===== src/rtl/mux_skid_pkg.sv =====
// Shared types and constants for the mux output skid stage.
// The transfer counter is enabled with MUX_SKID_CNT_EN.
package mux_skid_pkg;

    localparam int DEF_DATA_W = 8;
    localparam int XFER_CNT_W = 16;

    typedef enum logic [1:0] {
        EMPTY = 2'd0,
        BUSY  = 2'd1,
        FULL  = 2'd2
    } skid_state_t;

endpackage


===== src/rtl/mux_skid_xfer_cnt.sv =====
// Free-running output handshake counter, wraps at 2^XFER_CNT_W.
// Only instantiated when MUX_SKID_CNT_EN is defined.
module mux_skid_xfer_cnt
    import mux_skid_pkg::*;
(
    input  logic                  clk,
    input  logic                  reset_n,
    input  logic                  inc_i,
    output logic [XFER_CNT_W-1:0] cnt_o
);

    always_ff @(posedge clk or negedge reset_n) begin
        if (!reset_n) begin
            cnt_o <= '0;
        end else if (inc_i) begin
            cnt_o <= cnt_o + XFER_CNT_W'(1);
        end
    end

endmodule


===== src/rtl/mux_out_skid.sv =====
// Registered valid/ready output stage with a 2-entry skid buffer.
// Optional xfer_cnt_o port/counter under MUX_SKID_CNT_EN.
module mux_out_skid
    import mux_skid_pkg::*;
#(
    parameter int DATA_W = DEF_DATA_W
) (
    input  logic              clk,
    input  logic              reset_n,
    input  logic              in_valid_i,
    input  logic [DATA_W-1:0] in_data_i,
    output logic              in_ready_o,
    output logic              out_valid_o,
    output logic [DATA_W-1:0] out_data_o,
    input  logic              out_ready_i
`ifdef MUX_SKID_CNT_EN
    ,
    output logic [XFER_CNT_W-1:0] xfer_cnt_o
`endif
);

    skid_state_t       state;
    logic [DATA_W-1:0] skid_q;
    logic              in_fire;
    logic              out_fire;

    assign in_fire  = in_valid_i & in_ready_o;
    assign out_fire = out_valid_o & out_ready_i;

    // in_ready_o/out_valid_o are flops updated alongside the state
    always_ff @(posedge clk or negedge reset_n) begin
        if (!reset_n) begin
            state       <= EMPTY;
            in_ready_o  <= 1'b1;
            out_valid_o <= 1'b0;
            out_data_o  <= '0;
            skid_q      <= '0;
        end else begin
            unique case (state)
                EMPTY: begin
                    if (in_fire) begin
                        out_data_o  <= in_data_i;
                        out_valid_o <= 1'b1;
                        state       <= BUSY;
                    end
                end
                BUSY: begin
                    if (in_fire && out_fire) begin
                        out_data_o <= in_data_i;
                    end else if (in_fire) begin
                        skid_q     <= in_data_i;
                        in_ready_o <= 1'b0;
                        state      <= FULL;
                    end else if (out_fire) begin
                        out_valid_o <= 1'b0;
                        state       <= EMPTY;
                    end
                end
                FULL: begin
                    if (out_fire) begin
                        out_data_o <= skid_q;
                        in_ready_o <= 1'b1;
                        state      <= BUSY;
                    end
                end
                default: begin
                    state       <= EMPTY;
                    in_ready_o  <= 1'b1;
                    out_valid_o <= 1'b0;
                end
            endcase
        end
    end

`ifdef MUX_SKID_CNT_EN
    mux_skid_xfer_cnt u_xfer_cnt (
        .clk     (clk),
        .reset_n (reset_n),
        .inc_i   (out_fire),
        .cnt_o   (xfer_cnt_o)
    );
`endif

endmodule

===== config.mk =====
export PLATFORM = sky130hd
export DESIGN_NAME = mux_out_skid
export DESIGN_NICKNAME = d
export VERILOG_FILES = /design/src/rtl/mux_skid_pkg.sv /design/src/rtl/mux_skid_xfer_cnt.sv /design/src/rtl/mux_out_skid.sv
export SDC_FILE = /design/constraint.sdc
export NUM_CORES = 1
export LEC_CHECK = 0
export CAP_MARGIN = 20
export CORE_MARGIN = 3
export CORE_UTILIZATION = 50
export CTS_BUF_LIST = sky130_fd_sc_hd__clkbuf_8
export CTS_CLUSTER_DIAMETER = 150
export DETAILED_ROUTE_END_ITERATION = 8
export PLACE_DENSITY = 0.9
export SETUP_SLACK_MARGIN = 0.15
export SKIP_CTS_REPAIR_TIMING = 1
export SYNTH_ARGS = -nofsm -noshare
export SYNTH_HDL_FRONTEND = slang
export SYNTH_SLANG_ARGS = --single-unit

===== constraint.sdc =====
create_clock -name clk -period 2.2 [get_ports clk]
set_clock_uncertainty 0.1 [all_clocks]
set_input_delay 0.22 -clock clk [delete_from_list [all_inputs] [get_ports clk]]
set_output_delay 0.22 -clock clk [all_outputs]
set_load 0.02 [all_outputs]

**Yosys cells after proc, flatten, opt, wreduce, memory -nomap -nowiden**

Index checks and enable logic that the tools add are counted.
Widths: inputs -> output; s select.

- Equality and inequality tests: 10
- Mux-type cells: 19
- Bitwise gates (word level): 5
- Reductions and logical operators: 8

Operators with widths:

| cell | number |
|---|---|
| $mux 8 | 3 |
| $pmux 8 s3 | 1 |
| $ne 2x2->1 const B | 7 |
| $reduce_and 4->1 | 3 |
| $mux 2 | 5 |
| $mux 1 | 7 |
| $pmux 1 s3 | 2 |
| $pmux 2 s3 | 1 |
| $reduce_and 5->1 | 1 |
| $ne 3x3->1 const B | 1 |
| $not 1->1 | 3 |
| $reduce_and 3->1 | 1 |
| $reduce_bool 3->1 | 1 |
| $and 1x1->1 | 2 |
| $eq 2x1->1 const B | 1 |
| $eq 2x2->1 const B | 1 |
| $logic_not 2->1 | 1 |
| $logic_and 1x1->1 | 1 |

- Flip-flop bits (word level): 20
- Bits of input ports: 12
- Output and inout port bits: 10
- Logic and storage cells: 47

**Depth between registers and ports, before layout**

Gate-level depths: netlist of run 1.

- Depth after elaboration: 5
- Depth in mapped cells: 5
- Gate-level depth less buffers: 3

**Worst setup path after synthesis of run 1**

No wires, ideal clock.

- Path kind: register to register
- Start: reg in_ready_o
- End: reg out_data_o[0]
- Setup time: 0.125 ns
- Data arrival time: 1.464 ns
- Data required time: 1.975 ns
- Slack: 0.512 ns
- Cell stages (with the launch flop): 4
- Path buffers: 0
- Period minus slack after synthesis: 1.688 ns
- Cells stage by stage: dfstp_2 nand2_1 o32ai_4 mux2_2

- Longest elaborated chain between the ends: 4
- Elaborated cells on any way between the ends: 5
- Classes of those cells: eq/ne (2); bitwise (1); reduce/logical (2)

RTL lines:

| what | line | source |
|---|---|---|
| start, declared | mux_out_skid.sv:12 | `output logic in_ready_o,` |
| start signal, assigned | mux_out_skid.sv:34 | `in_ready_o <= 1'b1;` |
| start signal, assigned | mux_out_skid.sv:52 | `in_ready_o <= 1'b0;` |
| start signal, assigned | mux_out_skid.sv:62 | `in_ready_o <= 1'b1;` |
| $and 1x1->1 * | mux_out_skid.sv:27 | `assign in_fire = in_valid_i & in_ready_o;` |
| $logic_and 1x1->1 | mux_out_skid.sv:48 | `if (in_fire && out_fire) begin` |
| $ne 2x2->1 (no source line) | n/a |  |
| $reduce_and 4->1 (no source line) * | n/a |  |
| end signal, assigned | mux_out_skid.sv:42 | `out_data_o <= in_data_i;` |
| end signal, assigned | mux_out_skid.sv:49 | `out_data_o <= in_data_i;` |
| end signal, assigned | mux_out_skid.sv:61 | `out_data_o <= skid_q;` |
| end, declared | mux_out_skid.sv:14 | `output logic [DATA_W-1:0] out_data_o,` |

Mark *: on every way between the ends. The rest lies on a longest branch, timed or not.
A chain may end at the register's enable or synchronous reset.

**Final worst setup path of run 1**

- Start: reg in_ready_o
- End: reg out_data_o[4]

The elaborated chain is that of the path after synthesis.

==> metrics.cfg, run 1 <==
[grt]
antenna_found_initial=0
grt_max_degree=21
grt_pass1_vias=677
grt-busiest-layer=met2
overflow=0
grt_pass1_wl_microns=3100
grtUsageMet3_pct=3.06
gr-usage-met1_pct=22.7
globalRouteMet2Util_pct=25.4
track_usage_pct=16.6

[place]
port_buffers=21
dp_cells=110
dpl_cell_area_sq_um=1170
gp_congestion=0.770
hpwl_microns=1210

[die]
die_y_microns=49.2
dieArea_sq_um=2420
io-pin-count=22
design.core.area_sq_um=1630
std_cell_rows=14
initial_utilization_pct=57.3
die_w_microns=49.2

[final_layout]
final_nets=103
layout_common_cells=21 x clkdlybuf4s50_1, 19 x dfrtp_1, 17 x mux2_2
layoutNonFillerInstCount=114
fin_area_sq_um=1240
syn_to_final_growth_pct=33.2
layout_commonest_cell=clkdlybuf4s50_1
antenna_cells=0
drive_above_1_share_pct=30.0

[critical_path]
crit_path_max_fanout=8
max_stage_delay_ps=570
cp-end-kind=flop
cp.required_ps=2240
cp_cell_sequence=nand2_1 -> o32ai_4 -> mux2_2
path_buf_inv=0
critPathLaunchType=flop
critical_path_arrival_ps=1810
crit_type=reg2reg
crit_family=flip-flops
cp_slowest_cell=dfstp_2

[detailed_routing]
vias=616
drt_wl_total_microns=1750
dr.pass1.iters=4
ant_nets=0
via_per_inst=5.40
drtIter0Drc=4
drc=0
wl_per_cell_microns=15.4

[timing]
finalSetupViolCount=0
fmax_ghz=0.565
slew_violations=0
tightest_slew_ps=477
fin_setup_tns_ps=0
hold_viol=0
timing.final.crit_share_pct=80.5
rsz0062_at_grt=false
fin_crit_ps=1770
max_slew_margin_pct=68.2

[logic_synthesis]
synth_fp_nets=77
yosysUniqueCellTypes=23
syn_inst=65
ys_seq_elements=20
syn_area_sq_um=933
ys_warn_count=0
avgSynthCellArea_sq_um=14.4
yosysSeqAreaShare_pct=53.8

[cts]
htreeDepth=1
cts_tree=done
cts.reportedPaths.clkPinSlew_ps=70
cts_buffer_depth=2
clock-sinks=20
root_buffer=clkbuf_8
cts_buffers=3
insertion_delay_ps=260

[power]
power_frac_comb_pct=29.2
power_mw=1.26
leakage_nw=0.561
powerDensity_nw_per_um2=1010
vdd_ir_drop_max_v=0.000801
pwr-share-clk_pct=28.5
p_switching_mw=0.330
intPower_mw=0.930
p_seq_share_pct=42.3
switching_share_pct=26.2

[flow_run]
cap_viol_max_count=0

[outcome]
status=finished, final reports clean

[worst_hold_path]
hold_path.class=in2async

stage by stage:
stage	utilization (%)	setup WS, ps	hold WS (ps)
4_1_cts	76.3	439	239
2_1_floorplan	-	512	-176
6_report	76.3	430	224
5_1_grt	76.3	370	231
3_5_place_dp	72.0	215	394
3_3_place_gp	72.0	266	384
worst reg2reg max path: stages (launching register included):
cell and delay [ps]:
dfstp_2 570, nand2_1 140, o32ai_4 450, mux2_2 400
routing by layer:
| layer | vias to the layer above | part of all wire (%) |
|---|---|---|
| met3 | 5 | 3.6 |
| li1 | 283 | - |
| met1 | 314 | 47 |
| met4 | 0 | 1.7 |
| met2 | 14 | 48 |
| met5 | - | 0 |
power groups by stage:
stage	combinational (mW)	clock, mW	sequential (mW)
global placement	0.363	0	0.532
finish	0.368	0.360	0.533
CTS	0.374	0.366	0.531
floorplan	0.0992	0	0.612
global route	0.392	0.383	0.548
detailed placement	0.372	0	0.536
flip-flops by register name, summed over array words and instances, names as in the netlist:
register,cells
out_data_o,8
out_valid_o,1
skid_q,8
state,2
in_ready_o,1
final timing paths:
kind                                  from  slack, ps            end  cells after the start
worst max register to register  in_ready_o        430  out_data_o[4]                      3
worst min-delay path               reset_n        220  out_data_o[7]                      2
max in group asynchronous          reset_n       1510     in_ready_o                      2
worst max-delay path            in_ready_o        430  out_data_o[4]                      3
min in group clk                 skid_q[5]        400      skid_q[5]                      1
worst min register to register   skid_q[5]        400      skid_q[5]                      1
area by class of cell:
cell class                 count  area, sq um
fill                         108          385
timing repair buffer          23          225
sequential                    20          502
multi-input combinational     42          412
tap                           24         30.0
clock inverter                 1         30.0
clock buffer                   3         41.3
inverter                       1         3.75
cell families (layout without fill, tap and decap cells):
logic type | after synthesis | after routing | synth area share [%]
buffers and inverters | 3 | 28 | 2.14
AND/OR/NAND/NOR | 8 | 8 | 4.83
flip-flops | 20 | 20 | 53.8
multiplexers | 25 | 25 | 30.0
AO/OA/AOI/OAI | 9 | 9 | 9.25
synth_stat cells:
| library cell | number | area share (%) |
|---|---|---|
| dfstp_2 | 1 | 2.8 |
| inv_1 | 1 | 0.40 |
| nand2_1 | 2 | 0.80 |
| nor2_1 | 1 | 0.40 |
| nor2b_1 | 1 | 0.67 |
| a21boi_2 | 1 | 1.2 |
| mux2_2 | 17 | 21 |
| mux2_1 | 7 | 8.4 |
| a21oi_1 | 1 | 0.54 |
| and3b_1 | 1 | 0.94 |
| buf_2 | 1 | 0.54 |
| o21ai_0 | 2 | 1.1 |
| o32a_1 | 1 | 1.1 |
| o32ai_4 | 1 | 2.9 |
| a211o_1 | 1 | 0.94 |
| o22ai_1 | 1 | 0.67 |
| a21boi_0 | 1 | 0.80 |
| and2_1 | 1 | 0.67 |
| mux2i_1 | 1 | 1.1 |
| nand2_2 | 1 | 0.67 |
| buf_6 | 1 | 1.2 |
| dfrtp_1 | 19 | 51 |
| nand2b_1 | 1 | 0.67 |
Power figures use the tool's default switching activity.
==> run 2, diff against run 1 <==
==> constraint.sdc (replaced) <==
create_clock -name clk -period 1.82 [get_ports clk]
set_clock_uncertainty 0.1 [all_clocks]
set_input_delay 0.182 -clock clk [delete_from_list [all_inputs] [get_ports clk]]
set_output_delay 0.182 -clock clk [all_outputs]
set_load 0.02 [all_outputs]
==> run 2 against run 1 <==
- setup slack got worse by 290 ps
- critical path depth increased by 1
- die area unchanged
- global-route usage increased by 0.57 points
- non-clock buffer count increased by 7
- largest cell class unchanged
- highest routed layer unchanged
==> metrics.cfg, run 2 (synthesis results as in run 1) <==
[critical_path]
worstSetupStartpoint=state[0]
crit_end=out_data_o[3]
critical_path_arrival_ps=1720
cp.required_ps=1860
crit_path_max_fanout=6
cp-end-kind=flop
crit_type=reg2reg
ff2ff_path_depth=4
timing.rr.start=state[0]
reg2reg_to=out_data_o[3]
critPathLaunchType=flop
rrSetupSlack_ps=140

[final_layout]
layoutNonFillerInstCount=121
drive_above_1_share_pct=38.1
largestRegisters=out_data_o: 8 flops, skid_q: 8 flops, state: 2 flops
final_core_util_pct=79.4
syn_to_final_growth_pct=38.6
antenna_cells=0
layout_common_cells=19 x clkdlybuf4s50_1, 17 x mux2_2, 17 x dfrtp_1
final_nets=110
fin_area_sq_um=1290
layout_commonest_cell=clkdlybuf4s50_1

[timing]
fin_crit_ps=1680
rsz0062_at_grt=true
timing.final.crit_share_pct=92.3
hold_slack_ps=103
hold_viol=0
fmax_ghz=0.596
finalSetupViolCount=0
tightest_slew_ps=372
max_slew_margin_pct=75.1
slew_violations=0
fin_setup_tns_ps=0
setup_slack_ps=141

[die]
die_w_microns=49.2
io-pin-count=22
std_cell_rows=14
die_y_microns=49.2
design.core.area_sq_um=1630
dieArea_sq_um=2420
initial_utilization_pct=57.3

[grt]
antenna_found_initial=0
overflow=0
grt_pass1_vias=678
grt_pass1_wl_microns=3180
track_usage_pct=17.1
grt_max_degree=13

[place]
dp_cells=114
dpl_cell_area_sq_um=1200
port_buffers=21
hpwl_microns=1300
gp_congestion=0.781
pre_cts_slack_ps=48.9

[cts]
cts_buffers=3
cts.reportedPaths.clkPinSlew_ps=70
insertion_delay_ps=250
cts_buffer_depth=2
cts_tree=done
htreeDepth=1
root_buffer=clkbuf_8
clock-sinks=20

[detailed_routing]
via_per_inst=5.35
vias=647
drc=0
drt_wl_total_microns=2000
ant_nets=0
dr.pass1.iters=4
drtIter0Drc=11
wl_per_cell_microns=16.5

[outcome]
status=finished, final reports clean

[flow_run]
cap_viol_max_count=0

[power]
leakage_nw=0.608
powerDensity_nw_per_um2=1110
power_mw=1.43
vdd_ir_drop_max_v=0.000800

[worst_hold_path]
hold_path.class=in2async

[run 2: cell count changes in the layout (fill, tap and decap cells not counted)]
| cell | previous run | this run |
|---|---|---|
| nand2_1 | 2 | 1 |
| dfrtp_2 | 0 | 2 |
| clkbuf_8 | 3 | 4 |
| buf_6 | 0 | 1 |
| clkdlybuf4s50_1 | 21 | 19 |
| dlymetal6s2s_1 | 0 | 2 |
| nand2_2 | 1 | 2 |
| buf_4 | 2 | 8 |
| dfrtp_1 | 19 | 17 |
| bufinv_16 | 1 | 0 |
[run 2: final cells by class]
cell class              count  area (sq um)
flip-flops and latches     20           504
multi-input cells          42           414
fillers                   101           335
repair buffers             30           287
clock buffers               4          55.1
well taps                  24          30.0
inverters                   1          3.75
[run 2: power by group]
part,total [mW],leakage [nW],switching [mW],internal [mW]
clock network,0.334,0.0288,0.142,0.192
registers,0.647,0.253,0.0722,0.574
logic,0.452,0.326,0.194,0.258
total,1.43,0.608,0.408,1.03
[run 2: critical path, cell delays in order, from the launching register on]
cell	delay, ps
dfrtp_2	450
a21boi_2	190
o32ai_4	300
buf_4	190
mux2_2	340
[run 2: how the worst min path moves through the flow]
stage | startpoint | to | slack [ps] | cells past startpoint
after detailed placement | skid_q[4] | skid_q[4] | 390 | 1
after floorplan | reset_n | out_data_o[0] | -210 | 0
after global routing | reset_n | skid_q[4] | 110 | 1
final | reset_n | out_data_o[6] | 100 | 1
after CTS | reset_n | out_data_o[1] | 110 | 1
after global placement | skid_q[3] | skid_q[3] | 380 | 1
[run 2: routing by layer]
layer	vias up	track usage (%)	share of wire, %
met3	8	3.67	5.1
met4	0	7.58	2.3
met5	-	0	0
li1	302	-	-
met1	315	21.1	43
met2	22	28.6	50
==> run 3, diff against run 2 <==
--- a/config.mk
+++ b/config.mk
@@ -6,13 +6,15 @@
 export NUM_CORES = 1
 export LEC_CHECK = 0
 export CAP_MARGIN = 20
+export CELL_PAD_IN_SITES_DETAIL_PLACEMENT = 1
+export CELL_PAD_IN_SITES_GLOBAL_PLACEMENT = 2
 export CORE_MARGIN = 3
-export CORE_UTILIZATION = 50
+export CORE_UTILIZATION = 34
 export CTS_BUF_LIST = sky130_fd_sc_hd__clkbuf_8
 export CTS_CLUSTER_DIAMETER = 150
 export DETAILED_ROUTE_END_ITERATION = 8
 export PLACE_DENSITY = 0.9
-export SETUP_SLACK_MARGIN = 0.15
+export SETUP_SLACK_MARGIN = 0.2
 export SKIP_CTS_REPAIR_TIMING = 1
 export SYNTH_ARGS = -nofsm -noshare
 export SYNTH_HDL_FRONTEND = slang
==> run 3 against run 2 <==
- first-iteration DRC count down 91%
- non-clock buffer count shrank 2
- count of clock-buffer cells in the layout is the same
- total power is 0.56% lower
- setup slack improved by 24 ps
- critical path depth unchanged
- register-to-register slack better by 20 ps
- via count shrank 4.2%
- largest cell class unchanged
- critical endpoint is now out_data_o[6]
- design area grew 0.39%
==> metrics.cfg, run 3 (synthesis results as in run 1) <==
[place]
gp_congestion=0.768
port_buffers=21
hpwl_microns=1410

[final_layout]
final_nets=108
ff_latch_area_sq_um=503
final_core_util_pct=51.0
antenna_cells=0
largestRegisters=out_data_o: 8 flops, skid_q: 8 flops, state: 2 flops
multi_input_area_sq_um=419
layout_commonest_cell=clkdlybuf4s50_1
fillers=270
syn_to_final_growth_pct=39.1
layout_common_cells=19 x clkdlybuf4s50_1, 18 x dfrtp_1, 17 x mux2_2
drive_above_1_share_pct=35.8

[timing]
timing.final.crit_share_pct=90.9
slew_violations=0
fin_crit_ps=1660
fmax_ghz=0.604
hold_viol=0
max_slew_margin_pct=82.8
fin_setup_tns_ps=0
finalSetupViolCount=0
tightest_slew_ps=259
rsz0062_at_grt=true

[critical_path]
cp-end-kind=flop
crit_type=reg2reg
critPathLaunchType=flop
critical_path_arrival_ps=1700
ff2ff_path_depth=4
crit_path_max_fanout=6
cp.required_ps=1860

[cts]
root_buffer=clkbuf_8
htreeDepth=1
insertion_delay_ps=250
cts.reportedPaths.clkPinSlew_ps=70
cts_tree=done
clock-sinks=20
cts_buffer_depth=2
cts_buffers=3

[detailed_routing]
dr.pass1.iters=2
wl_per_cell_microns=15.5
drtIter0Drc=1
drc=0
via_per_inst=4.96
drt_wl_total_microns=1940
vias=620
ant_nets=0

[power]
leakage_nw=0.616
vdd_ir_drop_max_v=0.000695
power_frac_comb_pct=31.4
p_switching_mw=0.401
p_seq_share_pct=45.2
intPower_mw=1.02
pwr-share-clk_pct=23.4
powerDensity_nw_per_um2=1100
switching_share_pct=28.1

[grt]
overflow=0
antenna_found_initial=0
grt_max_degree=21
track_usage_pct=11.9
grt_pass1_vias=699
grt_pass1_wl_microns=3100

[flow_run]
cap_viol_max_count=0

[die]
initial_utilization_pct=36.7
design.core.area_sq_um=2540
dieArea_sq_um=3410
std_cell_rows=18
io-pin-count=22
die_w_microns=58.4
die_y_microns=58.4

[worst_hold_path]
hold_path.class=in2async

[outcome]
status=finished, final reports clean

-- run 3: layout make-up --
type	instances	area share, %
multi-input cells	42	32.3
flip-flops and latches	20	38.7
clock buffers	4	4.24
repair buffers	28	21.6
well taps	30	2.89
inverters	1	0.289
-- run 3: stage by stage --
step	area [sq um]	total power, mW	setup WS [ps]	hold slack, ps	std cells
finish	1300	1.43	165	165	125
global route	1300	1.51	123	198	125
CTS	1270	1.44	101	174	124
detailed placement	1210	1.10	34.6	395	120
global placement	1210	1.09	71.8	384	120
floorplan	936	0.859	171	-214	65
-- run 3: power by group through the flow --
| stage | clock network (mW) | registers (mW) | logic (mW) |
|---|---|---|---|
| 6_report | 0.333 | 0.645 | 0.447 |
| 5_1_grt | 0.367 | 0.665 | 0.474 |
| 4_1_cts | 0.347 | 0.646 | 0.452 |
| 3_5_place_dp | 0 | 0.652 | 0.450 |
| 3_3_place_gp | 0 | 0.647 | 0.442 |
| 2_1_floorplan | 0 | 0.739 | 0.120 |
-- run 3: routing by layer --
| metal | up-vias | global-route usage, % | part of all wire [%] |
|---|---|---|---|
| li1 | 295 | - | - |
| met1 | 318 | 14.3 | 45 |
| met2 | 7 | 21.4 | 53 |
| met3 | 0 | 1.97 | 2.1 |
| met4 | 0 | 3.97 | 0 |
| met5 | - | 0 | 0 |
-- run 3: worst max-delay path, cell delays in order, from the launching register on --
cell      delay, ps
dfrtp_1         440
a21boi_2        200
o32ai_4         270
buf_4           190
mux2_2          350
-- run 3: path summary, 6_finish.rpt --
check                           startpoint            end  slack (ps)
worst max-delay path              state[0]  out_data_o[6]         160
worst min-delay path               reset_n      skid_q[3]         170
worst max register to register    state[0]  out_data_o[6]         160
worst min register to register   skid_q[2]      skid_q[2]         410
max in group asynchronous          reset_n     in_ready_o        1180
min in group clk                 skid_q[2]      skid_q[2]         410
==> variant 1 (config.mk and constraints of run 1) <==
Encoding of `skid_state_t`: now one-hot (3 bits for 3 states).
--- a/src/rtl/mux_skid_pkg.sv
+++ b/src/rtl/mux_skid_pkg.sv
@@ -5,10 +5,10 @@
     localparam int DEF_DATA_W = 8;
     localparam int XFER_CNT_W = 16;
 
-    typedef enum logic [1:0] {
-        EMPTY = 2'd0,
-        BUSY  = 2'd1,
-        FULL  = 2'd2
+    typedef enum logic [2:0] {
+        EMPTY = 3'b001,
+        BUSY  = 3'b010,
+        FULL  = 3'b100
     } skid_state_t;
 
 endpackage
Behaviour: same outputs for any inputs over 10 cycles, from zero or initial values and one cycle with reset_n low; not proved beyond that.
==> variant 1 against run 1 <==
Area after synthesis up 12%; sequential cell count rose by 1; cell count up 9.6%; global-route usage grew 0.57 points; wire length is 12% higher; cell area is 5.7% higher; worst setup slack got worse by 0.13 ns; die area rose by 11%; utilization shrank 4.8 points; critical endpoint is now skid_q[4]$_DFFE_PN0P_; highest routed layer unchanged.
Power is not compared: it rests on default switching activity, and its combinational part moved more than twofold at a synthesized area within 25%.
==> variant 1: results (changes against run 1) <==
* Status: complete, no violations
* Post-route insts no fill at 125 (+9.6%)
* R2R depth at 4 (+1)
* Met2 wire len at 1058 um (+27%)
* First-pass GRT wire length at 3394 um (+9.6%)
* Post-synthesis net count at 89 (+16%)
* Synth area leaders: dfrtp_1 (45%), mux2_2 (18%), mux2_4 (10%)
* Placed cell count at 121 (+10%)
* GPL Wtd Cong at 0.7372 (-4.2%)
* Crit-path leading delay family: simple AND/OR/NAND/NOR gates
* Cell area after placement at 1267 um2 (+8.1%)
* Commonest cells in the netlist: dfrtp_1 (19), mux2_2 (17), mux2_4 (7)
* Sequential-to-total area share from yosys stat at 0.5048 (-0.03275)
* Layout cells sized above 1 at 0.3600 (+0.06000)
* Iteration-0 DRC Markers at 13 (+9)
* Largest net degree at the start of global routing at 22 (+4.8%)
* M1 WL at 790 um (-4.1%)
* Complex-gate fraction of the synthesized area at 0.09928 (+0.006789)
* Routed length per instance at 15.65 um (+1.8%)
* Crit path DAT at 1.94 ns (+0.13 ns)
* Number of global-route vias before repair at 746 (+10%)
* GRT met3 Usage at 0.02865 (-0.001928)
* GRT Total Usage at 0.1714 (+0.005667)
* Metal3 WL at 78 um (+24%)
* Met1 Resource Use GR at 0.1974 (-0.02959)
* Routed vias at 701 (+14%)
* FF-to-FF setup slack at 0.30 ns (-0.13 ns)
* Biggest regs: out_data_o x8, skid_q x8, state x3
* Met2 Use GR at 0.3136 (+0.05910)
* Post-synthesis mux area share at 0.2931 (-0.007206)
* Distinct cells, synth at 25 (+8.7%)
* Post-DP HPWL at 1476 um (+22%)
-- variant 1: final cells by class --
class	count	area (um2)
Multi-Input combinational cell	52	488.0
Tap cell	25	31.28
Sequential cell	21	528.0
Clock inverter	1	5.005
Inverter	1	3.754
Fill cell	139	524.3
Timing Repair Buffer	22	217.7
Clock buffer	3	41.29
-- variant 1: final timing paths --
check / from / end
worst max register to register: in_ready_o$_DFFE_PN1P_ / skid_q[4]$_DFFE_PN0P_
min in group clk: out_data_o[3]$_DFFE_PN0P_ / out_data_o[3]$_DFFE_PN0P_
worst max-delay path: in_ready_o$_DFFE_PN1P_ / skid_q[4]$_DFFE_PN0P_
worst min register to register: out_data_o[3]$_DFFE_PN0P_ / out_data_o[3]$_DFFE_PN0P_
worst min-delay path: reset_n / skid_q[0]$_DFFE_PN0P_
max in group asynchronous: reset_n / in_ready_o$_DFFE_PN1P_
-- variant 1: power breakdown --
| group | leakage, uW | total, uW | switching (uW) | internal (uW) |
|---|---|---|---|---|
| combinational | 0.000288 | 762 | 346 | 416 |
| clock | 0.0000255 | 248 | 122 | 126 |
| sequential | 0.000253 | 700 | 123 | 577 |
-- variant 1: kinds of logic (layout without fill, tap and decap cells) --
logic type	count (synthesis)	after routing
DFF	21	21
and+or+nand+nor	14	14
muxes	25	25
buffers and inverters	4	27
AOI/OAI and AO/OA	13	13
-- variant 1: metrics by stage --
stage,power (uW),setup slack (ns)
2_1_floorplan,1176,0.3942
3_3_place_gp,1429,0.1110
3_5_place_dp,1471,0.02527
4_1_cts,1719,0.1860
5_1_grt,1807,0.2028
6_report,1710,0.2976
-- variant 1: worst reg2reg max path, stage by stage (launching register included) --
cell,delay [ns]
dfstp_2,0.57
nand2_1,0.12
nor2_1,0.27
and3_2,0.37
mux2_2,0.37
==> variant 2 (config.mk and constraints of run 1) <==
Made on the original files. Set the package constant `DEF_DATA_W` to 6 (it was 8).
--- a/src/rtl/mux_skid_pkg.sv
+++ b/src/rtl/mux_skid_pkg.sv
@@ -2,7 +2,7 @@
 // The transfer counter is enabled with MUX_SKID_CNT_EN.
 package mux_skid_pkg;
 
-    localparam int DEF_DATA_W = 8;
+    localparam int DEF_DATA_W = 6;
     localparam int XFER_CNT_W = 16;
 
     typedef enum logic [1:0] {
Interface: changed (resized in_data_i and out_data_o); port bits go from 22 to 18. No check against the original RTL was run, so the function may have changed too.
==> variant 2 against run 1 <==
Power shrank 24%; sequential share of layout area shrank 0.12 points; worst setup slack gained 0.035 ns; maximum frequency grew 2.0%; sequential cell count shrank 4; utilization shrank 2.4 points; via count shrank 21%; area after synthesis shrank 19%; non-clock buffer count shrank 6; cell area shrank 20%; cell count shrank 22%; die area shrank 17%; clock power shrank 28%; wire length shrank 18%; critical endpoint is now out_data_o[1]$_DFFE_PN0P_; largest cell class unchanged; highest routed layer unchanged.
==> variant 2: results (changes against run 1) <==
* Register area at 401.6 um2 (-20%)
* Iteration-0 DRC Markers at 1 (-3)
* First-pass GRT wire length at 2394 um (-23%)
* LEAKAGE at 0.0004473 uW (-20%)
* Biggest regs: out_data_o x6, skid_q x6, state x2
* Multi-In Gates at 36 (-14%)
* CP peak stage delay at 0.52 ns (-0.05 ns)
* Syn. warnings at 0 (unchanged)
* Final nets at 85 (-17%)
* Clock-cell share of area at 0.05514 (-0.002206)
* Sw Ratio at 0.2754 (+0.01333)
* # port buffers at 17 (-19%)
* Combinational power at 282 uW (-23%)
* Final WL at 1428 um (-18%)
* Avg Inst Size Synth at 14.24 um2 (-0.87%)
* Post-DP HPWL at 999.2 um (-17%)
* Clock buffers at 4 (+1)
* Clk sinks at 16 (-20%)
* Commonest cells in the netlist: mux2_2 (16), dfrtp_1 (15), mux2_1 (2), nand2_1 (2), o21ai_0 (2)
* Vias/cell at 5.438 (+0.64%)
* Initial antenna violation count at 0 (unchanged)
* Slowest-stage cell, CP: dfrtp_1
* Filler instances at 103 (-4.6%)
* GPL Wtd Cong at 0.8159 (+6.0%)
* Crit-path leading delay family: multiplexers
* GRT Total Usage at 0.1753 (+0.009600)
* Synth area leaders: dfrtp_1 (50%), mux2_2 (24%), o32ai_4 (3.6%)
* Routed vias at 484 (-21%)
* Sequential-to-total area share from yosys stat at 0.5323 (-0.005195)
* Non-clock buffer share at 0.1704 (-0.01066)
* Number of global-route vias before repair at 546 (-19%)
* Post-synthesis net count at 63 (-18%)
* Distinct cells, synth at 21 (-8.7%)
* Crit path max fanout at 8 (unchanged)
* Drt first pass iters at 2 (-2)
* Status: complete, no violations
* Fraction of area in multi-input gates at 0.3496 (+0.01864)
* Clock power frac at 0.272 (-0.013)
* Slew at the pin closest to its max-slew limit at 0.7019 ns (+0.2246 ns)
* CTS H-tree lvls at 1 (unchanged)
* Non-CTS buffers at 17 (-26%)
* Layout cells sized above 1 at 0.3514 (+0.05135)
* Worst-case vdd ir drop at 0.6729 mV (-16%)
* Clock Path Buffers at 2 (unchanged)
* Crit path DAT at 1.77 ns (-0.04 ns)
* Clock latency at the later pin of the worst-skew pair at approximately 0.25 ns
* Largest net degree at the start of global routing at 17 (-19%)
==> variant 2: changes by cell type after synthesis, sizes merged <==
| cell | before | now |
|---|---|---|
| mux2 | 24 | 18 |
| dfrtp | 19 | 15 |
| buf | 2 | 0 |
==> variant 2: path summary, 6_finish.rpt <==
kind	endpoint	depth (start not counted)	slack [ns]	from
worst max-delay path	out_data_o[1]$_DFFE_PN0P_	3	0.47	state[1]$_DFFE_PN0P_
worst min-delay path	state[0]$_DFFE_PN0P_	1	0.29	reset_n
worst max register to register	out_data_o[1]$_DFFE_PN0P_	3	0.47	state[1]$_DFFE_PN0P_
worst min register to register	skid_q[2]$_DFFE_PN0P_	1	0.41	skid_q[2]$_DFFE_PN0P_
max in group asynchronous	out_data_o[3]$_DFFE_PN0P_	1	1.27	reset_n
min in group clk	skid_q[2]$_DFFE_PN0P_	1	0.41	skid_q[2]$_DFFE_PN0P_
==> variant 2: routing by layer <==
layer	wire, um	share of wire	track usage	up-vias
li1	-	-	-	237
met1	645	0.45	0.2041	229
met2	682	0.48	0.2865	14
met3	72	0.050	0.04781	4
met4	27	0.019	0.1053	0
met5	0	0	0	-
==> variant 2: cells by family (layout without fill, tap and decap cells) <==
family,after synthesis,in the layout,synth area share
buffers and inverters,1,22,0.004970
DFF,16,16,0.5323
AOI/OAI and AO/OA,9,9,0.1144
and+or+nand+nor,8,8,0.06635
muxes,19,19,0.2819
==> variant 2: stage by stage <==
step | power, uW | util | instance area [um2] | setup WS [ns]
after detailed placement | 701.2 | 0.6988 | 943.4 | 0.2953
after global placement | 691.3 | 0.6988 | 943.4 | 0.3409
after floorplan | 552.9 | - | 754.5 | 0.5606
final | 958.8 | 0.7396 | 998.5 | 0.4652
after global routing | 1001 | 0.7396 | 998.5 | 0.3829
after CTS | 970.2 | 0.7396 | 998.5 | 0.4617
